<file path="config.mk">
export PLATFORM = sky130hd
export DESIGN_NAME = sat_counter
export DESIGN_NICKNAME = d
export VERILOG_FILES = /design/src/rtl/pattern_apply_checker_sat_counter.sv
export SDC_FILE = /design/constraint.sdc
export NUM_CORES = 1
export LEC_CHECK = 0
export CAP_MARGIN = 5
export CELL_PAD_IN_SITES_DETAIL_PLACEMENT = 1
export CELL_PAD_IN_SITES_GLOBAL_PLACEMENT = 1
export CORE_AREA = 3 3 61 49
export DETAILED_ROUTE_END_ITERATION = 10
export DIE_AREA = 0 0 64 52
export GPL_ROUTABILITY_DRIVEN = 0
export PLACE_DENSITY = 0.75
export SLEW_MARGIN = 25
export SYNTH_ARGS = -nofsm -noshare
export SYNTH_HDL_FRONTEND = slang
export SYNTH_SLANG_ARGS = --single-unit
</file>
<file path="constraint.sdc">
create_clock -name clk -period 3.5 [get_ports clk]
set_clock_uncertainty 0.2 [all_clocks]
set_input_delay 0.525 -clock clk [delete_from_list [all_inputs] [get_ports clk]]
set_output_delay 0.525 -clock clk [all_outputs]
set_load 0.02 [all_outputs]
</file>
<file path="src/rtl/pattern_apply_checker_sat_counter.sv">
// Saturating up-counter with synchronous clear; holds at all-ones instead of wrapping.
module sat_counter #(
  parameter int unsigned CNT_W = 16
) (
  input  logic             clk,
  input  logic             rst_n,
  input  logic             clear,
  input  logic             inc,
  output logic [CNT_W-1:0] q
);

  always_ff @(posedge clk or negedge rst_n) begin
    if (!rst_n) begin
      q <= '0;
    end else if (clear) begin
      q <= '0;
    end else if (inc && (q != '1)) begin
      q <= q + 1'b1;
    end
  end

endmodule

</file>
# --- Word level (Yosys, flattened, before mapping) ---
# Cells that the tools add are included.
word_totals:
  inputBits: 4
  output_inout_bits: 16
  wordCells: 7
  ff_bits: 16
op_classes:
  reduce_logical: 2
  mux: 2
  eq_ne: 1
  add_sub_neg: 1
op_table:
  columns: ["cell", "count"]
  rows:
  - ["$mux W16", 2]
  - ["$add A16 B1 Y16 const B", 1]
  - ["$ne A16 B16 Y1 const B", 1]
  - ["$reduce_bool A2 Y1", 1]
  - ["$logic_and A1 B1 Y1", 1]

# --- Logic depth before layout (Yosys ltp) ---
# Gate-level depths: netlist of run 1.
depth:
  ltp_word: 4
  ltp_mapped: 6
  mapped_depth_nobuf: 5

# --- Worst setup path after synthesis of run 1 ---
# Ideal clock, no wire load.
synth_timing:
  kind: "register -> register"
  from: "reg q[0]"
  to: "reg q[15]"
  t_arrival_ps: 1756
  slack_ps: 1417
  period_less_slack_ps: 2083
  path_stages_with_launch: 6
  t_required_ps: 3172
  path_cell_list: "dfrtp_1 > ha_1 > nand4_2 > nor4_4 > nor4_1 > mux2_1"
synth_via:
  elab_chain_len: 3
  word_cells_on_any_way: 6
  classes_between: "1 x add/sub; 1 x eq/ne; 2 x mux; 2 x reduce/logical"
synth_rtl:
  columns: ["element", "line", "source"]
  rows:
  - ["start, declared", "9", "output logic [CNT_W-1:0] q"]
  - ["start signal, assigned", "18", "q <= q + 1'b1;"]
  - ["$add A16 B1 Y16 or $ne A16 B16 Y1 (tied branches)", "18, 17", null]
  - ["$mux W16 or $logic_and A1 B1 Y1 (tied branches)", "17", "end else if (inc && (q != '1)) begin"]
  - ["$mux W16 or $reduce_bool A2 Y1 (tied branches)", null, null]
# Parallel ways exist; a longest one is shown, timed or not. The select of a mux whose other input is x is not followed.
# A chain may end at the register's enable or synchronous reset.

# --- Final worst setup path of run 1 ---
layout_timing:
  from: "reg q[0]"
  to: "reg q[11]"
# The elaborated chain is that of the path after synthesis.

==> results of run 1 <==
path summary, 6_finish.rpt:
kind	from	end	depth (start not counted)
min	q[1]	q[1]	2
max in group asynchronous	rst_n	q[3]	1
max reg2reg	q[0]	q[11]	6
max	q[0]	q[11]	6
min reg2reg	q[1]	q[1]	2
min in group asynchronous	rst_n	q[13]	1
logic make-up (layout without fill, tap and decap cells):
| kind of cell | Yosys count | count (layout) |
|---|---|---|
| buffers and inverters | 8 | 27 |
| adder cells (fa/ha/maj) | 1 | 1 |
| AND/OR/NAND/NOR | 45 | 45 |
| multiplexers | 4 | 4 |
| AO/OA/AOI/OAI | 24 | 24 |
| flip-flops | 16 | 16 |
stage by stage:
| stage | hold slack [ns] | total power [uW] | std cells | util (%) |
|---|---|---|---|---|
| floorplan | 0.0294 | 205 | 98 | - |
| global placement | 0.380 | 218 | 149 | 46.3 |
| detailed placement | 0.399 | 218 | 149 | 46.3 |
| CTS | 0.414 | 345 | 153 | 47.8 |
| global route | 0.465 | 360 | 153 | 47.8 |
| finish | 0.414 | 339 | 153 | 47.8 |
per-layer routing:
metal	up-vias	wire (um)	track usage, %
met3	4	102	5.18
met5	-	0	0
li1	421	-	-
met2	14	1250	28.6
met4	0	27	6.09
met1	435	1220	23.3
cell usage in the layout, fill, tap and decap left out:
master,synthesis,layout
clkdlybuf4s50_1,0,19
dfrtp_1,16,16
a21oi_1,11,11
o31ai_1,7,7
nand4_1,6,6
nand2_1,6,6
or4_1,5,5
nor2b_1,4,4
nor2_1,4,4
nor4_1,4,4
mux2_1,4,4
inv_1,3,3
nand3_1,3,3
o21ai_1,3,3
clkbuf_4,0,3
or4_2,2,2
or3_1,2,2
and4_2,2,2
and3_1,2,2
nand4_2,1,1
nor4_4,1,1
nand3b_1,1,1
o211ai_2,1,1
o21ai_0,1,1
or3_2,1,1
nor3_1,1,1
a211oi_2,1,1
ha_1,1,1
clkbuf_8,0,1
buf_4,0,1
final cells by class:
class / instances / area, sq um
Inverter: 3 / 11.3
Sequential cell: 16 / 400
Timing Repair Buffer: 20 / 198
Tap cell: 36 / 45.0
Clock buffer: 4 / 36.3
Fill cell: 296 / 1310
Multi-Input combinational cell: 74 / 504
Yosys cell counts, types with 2 or more instances:
| master | count |
|---|---|
| a21oi_1 | 11 |
| and3_1 | 2 |
| and4_2 | 2 |
| clkbuf_1 | 4 |
| dfrtp_1 | 16 |
| inv_1 | 3 |
| mux2_1 | 4 |
| nand2_1 | 6 |
| nand3_1 | 3 |
| nand4_1 | 6 |
| nor2_1 | 4 |
| nor2b_1 | 4 |
| nor4_1 | 4 |
| o21ai_1 | 3 |
| o31ai_1 | 7 |
| or3_1 | 2 |
| or4_1 | 5 |
| or4_2 | 2 |
power groups by stage:
stage	clock (uW)	combinational, uW	sequential, uW
finish	125	25.5	189
floorplan	0	10.4	194
global route	142	28.3	190
CTS	131	25.9	189
detailed placement	0	25.7	193
global placement	0	25.2	192
critical path, cell delays in order (launching register included):
cell	delay [ns]
dfrtp_1	0.45
ha_1	0.26
nand4_2	0.15
nor4_4	0.41
buf_4	0.27
nor4_1	0.09
mux2_1	0.34
==> flow_summary_export.csv, run 1 <==
group,metric,value,unit
run_status,status,"finished, final reports clean",
floorplanning,initial_core_util,37.7,%
clocking,clock_latency,0.29,ns
cells_and_area,regMostFlops,"q",
worst_setup_path,r2r_setup_slack,1.21,ns
timing,layout_setup_ws,1.21,ns
grt,antenna_found_initial,0,
clocking,ctsHoldBuffers,0,
timing,period_minus_slack,2.29,ns
floorplanning,core-area,2500,sq um
synth,synthArstFlopShare,100,%
place,portBuffers,19,
synth,synthMuxAreaShare,4.78,%
synth,ys_warn_count,0,
grt,grt_pass1_wl,4490,um
timing,fmax,437,MHz
cells_and_area,reg_top3,"q (16)",
synth,synth_compound_area_share,16.2,%
timing,grt_setup_unrepaired,"no",
synth,synth_top_area_share,42.5,%
clocking,cts_tree,"built",
power,vdd_drop_max,0.190,mV
grt,grt_pass1_vias,911,
routing,drc_errors,0,
synth,synth_cell_types,28,
synth,netlist_area,942,sq um
synth,synth-seq-cells,16,
place,dp.final_hpwl,1850,um
cells_and_area,diodes,0,
cells_and_area,drive_above_1_share,12.0,%
place,pre_cts_ws,0.957,ns
floorplanning,dieArea,3330,sq um
timing,setup_tns,0,ns
power,clkPwrFrac,36.8,%
worst_setup_path,path_class,"flop to flop",
grt,grt_max_degree,23,
synth,synth_largest_area_cell,"dfrtp_1",
synth,syn_nets,103,
routing,antenna_left,0,
routing,first_iter_violations,35,
routing,viasPerCell,5.71,
routing,dr.pass1.iters,4,
clocking,ctsResizeCount,0,
timing,tightestPinTransition,0.757,ns
cells_and_area,area_delta_synth_final,26.8,%
cells_and_area,fin_nets,123,
power,powerDensity,284,nW/um^2
synth,syn_inst,98,
floorplanning,io_pins,20,
timing,fin_crit_sh,65.4,%
synth,synth-adder-area-share,1.33,%
floorplanning,die_x,64,um
power,p_switching,80.9,uW
synth,synth_edf_count,0,
clocking,cts_setup_buffers,0,
clocking,clockBufferDepth,2,
clocking,cts_root_buf,"clkbuf_4",
synth,avgSynthCellArea,9.61,sq um
synth,seq_area_frac_synth,42.5,%
grt,grt-ovfl-total,0,
timing,slew_violations,0,
worst_setup_path,path_max_fanout,15,
worst_setup_path,crit_required,3.48,ns
worst_setup_path,startpoint_type,"flop",
cells_and_area,postLayoutCellArea,1190,sq um
synth,synthTopCellsByArea,"dfrtp_1, a21oi_1, o31ai_1",
floorplanning,die_h,52,um
floorplanning,num_rows,16,
clocking,clk_pin_slew,0.10,ns
min_path,hp-class,"flop to flop",
clocking,htreeDepth,1,
cells_and_area,largest_register_ffs,16,
routing,num_vias,874,
run,drv_cap,0,
power,intPower,259,uW
power,seq_power_share,55.7,%
power,static-leakage-power,0.000464,uW
routing,routed_wl,2600,um
synth,synth-main-ff-cell,"dfrtp_1",
synth,synth_top_family_by_area,"simple AND/OR/NAND/NOR gates",
synth,yosys.area_share.simple,31.2,%
place,placed_area,1160,sq um
worst_setup_path,cp-end-kind,"flop",
synth,synth_xor_xnor_area_share,0,%
timing,timing.final.hold_violations,0,
clocking,cts_buffers,3,
grt,grt_usage,18.0,%
power,swShare,23.8,%
timing,finalSetupViolCount,0,
power,p_comb_share,7.5,%
timing,slew_headroom,49.4,%
routing,wl_per_cell,17.0,um
worst_setup_path,crit_arrival,2.27,ns
clocking,clock_sinks,16,
Note: power is estimated with default switching activity, not from simulation.
==> run 2, diff against run 1 <==
- CORE_AREA: 3 3 61 49 -> 3 3 63 50
- DIE_AREA: 0 0 64 52 -> 0 0 66 53
- PLACE_DENSITY: 0.75 -> 0.71
- clock period: 3.5 -> 2.3 ns (I/O delays scaled with it)
==> run 2 against run 1 <==
Against the previous run: global-route usage shrank 0.61 points; worst setup slack lost 1.1 ns; clock power grew 54%; total power grew 55%; utilization grew 0.26 points; register-to-register slack lost 1.1 ns; non-clock buffer count grew 6; count of clock-buffer cells in the layout is the same; sequential share of layout area shrank 1.2 points; final cell count grew 3.9%; sequential cell count is the same; fmax grew 6.8%.
==> flow_summary_export.csv, run 2 (synthesis results as in run 1) <==
group,metric,value,unit
grt,grt_usage,17.3,%
place,portBuffers,19,
timing,fmax,467,MHz
floorplanning,core-area,2580,sq um
place,dp.final_hpwl,1940,um
cells_and_area,regMostFlops,"q",
timing,timing.final.hold_violations,0,
clocking,cts_buffers,3,
worst_setup_path,startpoint_type,"flop",
cells_and_area,final_common_cell,"clkdlybuf4s50_1",
worst_setup_path,cp-end-kind,"flop",
routing,dr.pass1.iters,4,
timing,setup_tns,0,ns
worst_setup_path,path_class,"flop to flop",
clocking,ctsResizeCount,0,
clocking,clock_latency,0.30,ns
worst_setup_path,crit_arrival,2.16,ns
floorplanning,initial_core_util,36.5,%
floorplanning,num_rows,16,
power,vdd_drop_max,0.315,mV
power,powerDensity,424,nW/um^2
power,static-leakage-power,0.000494,uW
timing,grt_setup_unrepaired,"no",
grt,grt_pass1_vias,910,
floorplanning,io_pins,20,
power,p_switching,126,uW
floorplanning,dieArea,3500,sq um
routing,antenna_left,0,
place,place_inst,155,
cells_and_area,most-common-layout-cells,"clkdlybuf4s50_1, dfrtp_1, a21oi_1",
clocking,clock_sinks,16,
power,finalPower,526,uW
routing,drc_errors,0,
cells_and_area,area_delta_synth_final,31.6,%
floorplanning,die_x,66,um
timing,whs,0.166,ns
clocking,clk_pin_slew,0.10,ns
routing,wl_per_cell,16.5,um
power,seq_power_share,54.4,%
clocking,htreeDepth,1,
power,clkPwrFrac,36.5,%
routing,viasPerCell,5.70,
routing,num_vias,907,
power,swShare,24.0,%
timing,period_minus_slack,2.14,ns
timing,fin_crit_sh,93.1,%
routing,first_iter_violations,23,
clocking,cts_tree,"built",
clocking,cts_root_buf,"clkbuf_4",
power,intPower,400,uW
run_status,status,"finished, final reports clean",
grt,antenna_found_initial,0,
worst_setup_path,path_max_fanout,8,
cells_and_area,fin_nets,129,
min_path,hp-class,"input port to asynchronous set/reset pin",
timing,slew_headroom,66.0,%
power,p_comb_share,9.1,%
run,drv_cap,0,
clocking,ctsHoldBuffers,0,
grt,grt_max_degree,19,
cells_and_area,layout.cells.non_filler,159,
cells_and_area,drive_above_1_share,16.3,%
grt,grt-ovfl-total,0,
cells_and_area,diodes,0,
cells_and_area,largest_register_ffs,16,
worst_setup_path,crit_required,2.32,ns
worst_setup_path,reg2regPathDepth,5,
grt,grt_pass1_wl,4530,um
timing,tightestPinTransition,0.510,ns
timing,finalSetupViolCount,0,
clocking,cts_setup_buffers,0,
cells_and_area,reg_top3,"q (16)",
floorplanning,die_h,53,um
timing,slew_violations,0,
routing,routed_wl,2620,um
clocking,clockBufferDepth,2,
[run 2: changes by cell type in the layout (fill, tap and decap cells not counted)]
cell,before,now
buf_4,1,7
[run 2: critical path, stage by stage (launching register included)]
cell and delay [ns]:
dfrtp_1 0.41, ha_1 0.27, and4_2 0.27, o211ai_2 0.20, or4_1 0.53, a21oi_1 0.18
[run 2: metrics by stage]
step           util [%]  setup WS, ns  instance area, sq um
3_3_place_gp       46.6         0.156                  1200
2_1_floorplan         -         0.217                   942
4_1_cts            48.0         0.133                  1240
3_5_place_dp       46.6        0.0817                  1200
6_report           48.0         0.158                  1240
5_1_grt            48.0        0.0363                  1240
[run 2: routing by layer]
layer  up-vias  track usage, %  routed length, um
li1        434               -                  -
met1       454            22.7               1220
met2        14            28.5               1270
met3         5            4.03                 97
met4         0            5.41                 26
met5         -               0                  0
[run 2: layout make-up]
type                       count  area, sq um
inverter                       3         11.3
multi-input combinational     74          504
clock buffer                   4         36.3
fill                         302         1340
sequential                    16          400
tap                           36         45.0
timing repair buffer          26          243
[run 2: path summary, 6_finish.rpt]
check,start,end,slack [ns]
setup / recovery,q[1],q[14],0.16
hold / removal,rst_n,q[7],0.17
setup reg to reg,q[1],q[14],0.16
hold reg to reg,q[10],q[10],0.42
max in group asynchronous,rst_n,q[4],1.55
min in group clk,q[10],q[10],0.42
[run 2: power groups by stage]
| stage | combinational, uW | clock, uW | sequential [uW] |
|---|---|---|---|
| after global placement | 46.5 | 0 | 291 |
| after detailed placement | 48.4 | 0 | 292 |
| after CTS | 48.8 | 202 | 286 |
| after floorplan | 15.9 | 0 | 295 |
| final | 47.9 | 192 | 286 |
| after global routing | 52.5 | 212 | 287 |
==> run 3, diff against run 2 <==
- SLEW_MARGIN: 25 -> 5
==> results of run 3 <==
Same layout as run 2: the final DEF is identical, and so are final timing and power.
